File: config.mk
export PLATFORM = sky130hd
export DESIGN_NAME = prog_counter
export DESIGN_NICKNAME = d
export VERILOG_FILES = /design/src/rtl/prog_counter.sv
export SDC_FILE = /design/constraint.sdc
export NUM_CORES = 1
export LEC_CHECK = 0
export ABC_AREA = 1
export CORE_ASPECT_RATIO = 0.9
export CORE_MARGIN = 1
export CORE_UTILIZATION = 50
export DETAILED_ROUTE_END_ITERATION = 7
export PLACE_DENSITY = 0.86
export SYNTH_ARGS = -nofsm -noshare
export SYNTH_HDL_FRONTEND = slang
export SYNTH_SLANG_ARGS = --single-unit
File: constraint.sdc
create_clock -name clk -period 4.72 [get_ports clk]
set_input_delay 0.472 -clock clk [delete_from_list [all_inputs] [get_ports clk]]
set_output_delay 0.472 -clock clk [all_outputs]
set_load 0.1 [all_outputs]
File: src/rtl/prog_counter.sv
// Programmable up/down counter with prescaler, parallel load, wrap or saturate
// at a programmable terminal value, a one-cycle terminal-count pulse and a
// sticky overflow flag. All outputs are registered.
module prog_counter #(
  parameter int unsigned WIDTH      = 8,
  parameter int unsigned PRESCALE_W = 4,
  parameter bit          SATURATE   = 1'b0
) (
  input  logic                  clk,
  input  logic                  rst,
  input  logic                  en,
  input  logic                  up,
  input  logic                  load,
  input  logic [WIDTH-1:0]      load_value,
  input  logic [WIDTH-1:0]      limit,
  input  logic [PRESCALE_W-1:0] prescale,
  input  logic                  clear_ovf,
  output logic [WIDTH-1:0]      value,
  output logic                  tc,
  output logic                  ovf
);

  logic [PRESCALE_W-1:0] pre_cnt_q, pre_cnt_d;
  logic [WIDTH-1:0]      value_q, value_d;
  logic                  tc_q, tc_d;
  logic                  ovf_q, ovf_d;

  logic pre_match;
  logic step;
  logic terminal;

  // Prescaler: a step fires on the enabled edge where pre_cnt equals prescale.
  // Equality (not >=) is deliberate: lowering prescale below pre_cnt lets the
  // prescaler run on to its natural rollover before the next step.
  always_comb begin
    pre_match = (pre_cnt_q == prescale);
    step      = en && !load && pre_match;
    pre_cnt_d = pre_cnt_q;
    if (load) begin
      pre_cnt_d = '0;
    end else if (en) begin
      if (pre_match) begin
        pre_cnt_d = '0;
      end else begin
        pre_cnt_d = pre_cnt_q + PRESCALE_W'(1);
      end
    end
  end

  // Counter next state. Terminal detection guards both ends so the arithmetic
  // never depends on 2^WIDTH rollover; a down step above limit is not terminal.
  always_comb begin
    value_d  = value_q;
    terminal = 1'b0;
    if (load) begin
      value_d = load_value;
    end else if (step) begin
      if (up) begin
        if (value_q >= limit) begin
          terminal = 1'b1;
          value_d  = SATURATE ? limit : '0;
        end else begin
          value_d = value_q + WIDTH'(1);
        end
      end else begin
        if (value_q == '0) begin
          terminal = 1'b1;
          value_d  = SATURATE ? '0 : limit;
        end else begin
          value_d = value_q - WIDTH'(1);
        end
      end
    end
  end

  // Flags: tc mirrors this edge's terminal step; ovf set has priority over clear.
  always_comb begin
    tc_d  = terminal;
    ovf_d = ovf_q;
    if (terminal) begin
      ovf_d = 1'b1;
    end else if (clear_ovf) begin
      ovf_d = 1'b0;
    end
  end

  // State registers with asynchronous active-high reset.
  always_ff @(posedge clk or posedge rst) begin
    if (rst) begin
      pre_cnt_q <= '0;
      value_q   <= '0;
      tc_q      <= 1'b0;
      ovf_q     <= 1'b0;
    end else begin
      pre_cnt_q <= pre_cnt_d;
      value_q   <= value_d;
      tc_q      <= tc_d;
      ovf_q     <= ovf_d;
    end
  end

  assign value = value_q;
  assign tc    = tc_q;
  assign ovf   = ovf_q;

endmodule
==> results_dict.tcl <==
set metrics [dict create \
    finalSetupViolations 0 \
    cts-resized-gates 0 \
    grt_start_max_net_pins 15 \
    hp-class "in -> async" \
    layout-drive-gt1-share_pct 9.69 \
    worst_slack_ns 2.09 \
    syn_inst 224 \
    drt-initial-drc-count 79 \
    min_period_over_period_pct 55.8 \
    first_global_vias 1413 \
    critPathKind "reg -> out" \
    fp.dieH_um 54.2 \
    antennaDiodeCount 0 \
    finalHoldViolCount 0 \
    powerDensity_mw_per_mm2 274 \
    h-tree-depth 1 \
    ios 36 \
    relSlewSlack_pct 34.6 \
    clock_skew_ns 0.00840 \
    min_period_ns 2.63 \
    cp_top_family "buffers and inverters" \
    root_buffer "clkbuf_4" \
    clk_pin_slew_ns 0.09 \
    slowest_stage "clkdlybuf4s50_1" \
    cts_tree "done" \
    hold_buffers 0 \
    rsz0062_at_grt "no" \
    slew_viol_final 0 \
    cts.sinks 14 \
    nets 297 \
    pre_cts_ws_ns 2.30 \
    cts_buffers 3 \
    setup_tns_ns 0 \
    cell_internal_pwr_mw 0.270 \
    grt_use_total_pct 24.9 \
    route.detailed.wl_per_inst_um 11.9 \
    die_area_mm2 0.00325 \
    tightest_slew_ns 0.977 \
    core_mm2 0.00282 \
    switching_share_pct 47.9 \
    area_growth_syn_to_layout_pct 25.3 \
    cp.required_ns 4.25 \
    synth_top_area_share_pct 23.2 \
    clk_latency_ns 0.28 \
    rows 18 \
    clk_path_buf_depth 2 \
    vdd_ir_drop_max_mv 0.217 \
    fin_hold_ws_ns 0.522 \
    r2r_start "value[3]" \
    wl_mm 3.55 \
    gr-total-overflow 0 \
    post-cts-setup-buffer-count 0 \
    p_seq_share_pct 30.7 \
    status "finished clean" \
    ys_seq_elements 14 \
    max_clock_freq_mhz 380 \
    die_x_um 60.0 \
    dp_hpwl_mm 2.87 \
    fillers 255 \
    combPwrFrac_pct 52.8 \
    synth_largest_area_cell "dfrtp_1" \
    cp-end-kind "output port" \
    pwr-share-clk_pct 16.5 \
    syn_area_per_cell_um2 6.75 \
    crit_start "value[3]" \
    power.switching_mw 0.248 \
    num_vias 1501 \
    synth_area_leaders "dfrtp_1 (23%), nand2_1 (19%), ha_1 (9.9%)" \
    drc 0 \
    cellLeakagePower_nw 0.997 \
    io_buffers 35 \
    finalPower_mw 0.519 \
    grt_pass1_wl_mm 6.06 \
    syn_area_mm2 0.00151 \
    yosysSeqAreaShare_pct 23.2 \
    ant_nets 0 \
    vias_per_cell 5.04 \
    start_util_pct 53.7 \
    synth.distinct_cells 30 \
    maxCapViolCount 0 \
    syn-num-nets 262 \
    antenna_found_initial 0 \
    cp_max_fo 11 \
    setup.worst_path.start_class "register" \
    crit_chain "clkdlybuf4s50_1" \
    worstPathBufferInverterCount 1 \
    crit_arrival_ns 2.16 \
    yosys_warnings 0 \
    first_pass_iters 4 \
    slowest_delay_ns 1.23 \
    routabilityCongestion 0.899 \
]
==> flip-flops by register name, summed over array words and instances (netlist names) <==
| signal | flops |
|---|---|
| pre_cnt_q | 4 |
| tc | 1 |
| value | 8 |
| ovf | 1 |
==> routing by layer <==
metal / wire (um) / up-vias / track usage (%)
li1: - / 779 / -
met1: 1740 / 672 / 34.2
met2: 1630 / 50 / 40.0
met3: 183 / 0 / 5.77
met4: 0 / 0 / 4.65
met5: 0 / - / 0
==> per-stage QoR <==
stage | area [um^2] | utilization (%) | instances
4_1_cts | 1890 | 67.3 | 298
3_3_place_gp | 1860 | 66.0 | 294
5_1_grt | 1890 | 67.3 | 298
3_5_place_dp | 1860 | 66.0 | 294
2_1_floorplan | 1510 | - | 224
6_report | 1890 | 67.3 | 298
==> Yosys cell counts <==
| cell | count |
|---|---|
| nand2_1 | 76 |
| inv_1 | 31 |
| dfrtp_1 | 14 |
| nor2_1 | 14 |
| ha_1 | 12 |
| nand3_1 | 12 |
| o21ai_0 | 9 |
| xor2_1 | 8 |
| a21oi_1 | 6 |
| a21oi_2 | 6 |
| o21ai_1 | 5 |
| inv_2 | 4 |
| nand4_1 | 4 |
| buf_4 | 2 |
| nand2_2 | 2 |
| nand3_2 | 2 |
| nor2_4 | 2 |
| o21a_1 | 2 |
| xnor2_1 | 2 |
| a32o_1 | 1 |
| buf_12 | 1 |
| buf_6 | 1 |
| clkbuf_4 | 1 |
| nand2_4 | 1 |
| nand3b_1 | 1 |
| nor2_8 | 1 |
| nor3_1 | 1 |
| nor3_2 | 1 |
| nor3_4 | 1 |
| o211ai_2 | 1 |
==> path summary, 6_finish.rpt <==
check	end	slack, ns	depth (start not counted)
setup / recovery	value[3]	2.09	1
hold / removal	pre_cnt_q[2]	0.52	2
setup reg to reg	ovf	2.71	9
hold reg to reg	ovf	0.53	2
max in group asynchronous	value[6]	3.84	2
min in group clk	ovf	0.53	2
==> placed cells by master, fill, tap and decap left out, types with 3 or more instances in the layout <==
cell / n
nand2_1: 76
clkdlybuf4s50_1: 35
inv_1: 31
nor2_1: 14
dfrtp_1: 14
nand3_1: 12
ha_1: 12
o21ai_0: 9
xor2_1: 8
a21oi_1: 6
a21oi_2: 6
o21ai_1: 5
inv_2: 4
nand4_1: 4
clkbuf_4: 3
==> worst reg2reg max path, stage by stage (launching register included) <==
cell and delay, ns:
dfrtp_1 0.65, ha_1 0.33, nand2_1 0.08, inv_1 0.04, nand2_1 0.06, nand2_1 0.04
nand2_1 0.05, nand4_1 0.26, nand3b_1 0.26, o21ai_0 0.11
==> cell type report <==
type / instances / area [um^2] / area share (%)
sequential: 14 / 350 / 18.5
multi-input combinational: 170 / 976 / 51.5
timing repair buffer: 35 / 350 / 18.5
inverter: 35 / 131 / 6.94
tap: 40 / 50.0 / 2.64
clock buffer: 4 / 36.3 / 1.92
==> cell families (layout without fill, tap and decap cells) <==
family	after synthesis	in the layout	synth area share [%]
AOI/OAI and AO/OA	30	30	12.6
DFF	14	14	23.2
adders and majority gates	12	12	9.93
buffers and inverters	40	74	12.3
xor gates and xnor gates	10	10	5.80
and+or+nand+nor	118	118	36.3
==> power groups by stage <==
stage               Sequential [mW]  Combinational (mW)  Clock (mW)
floorplan                     0.220               0.146           0
global placement              0.161               0.267           0
detailed placement            0.161               0.272           0
CTS                           0.159               0.273      0.0878
global route                  0.162               0.300      0.0950
finish                        0.159               0.274      0.0858
Power figures use the tool's default switching activity.
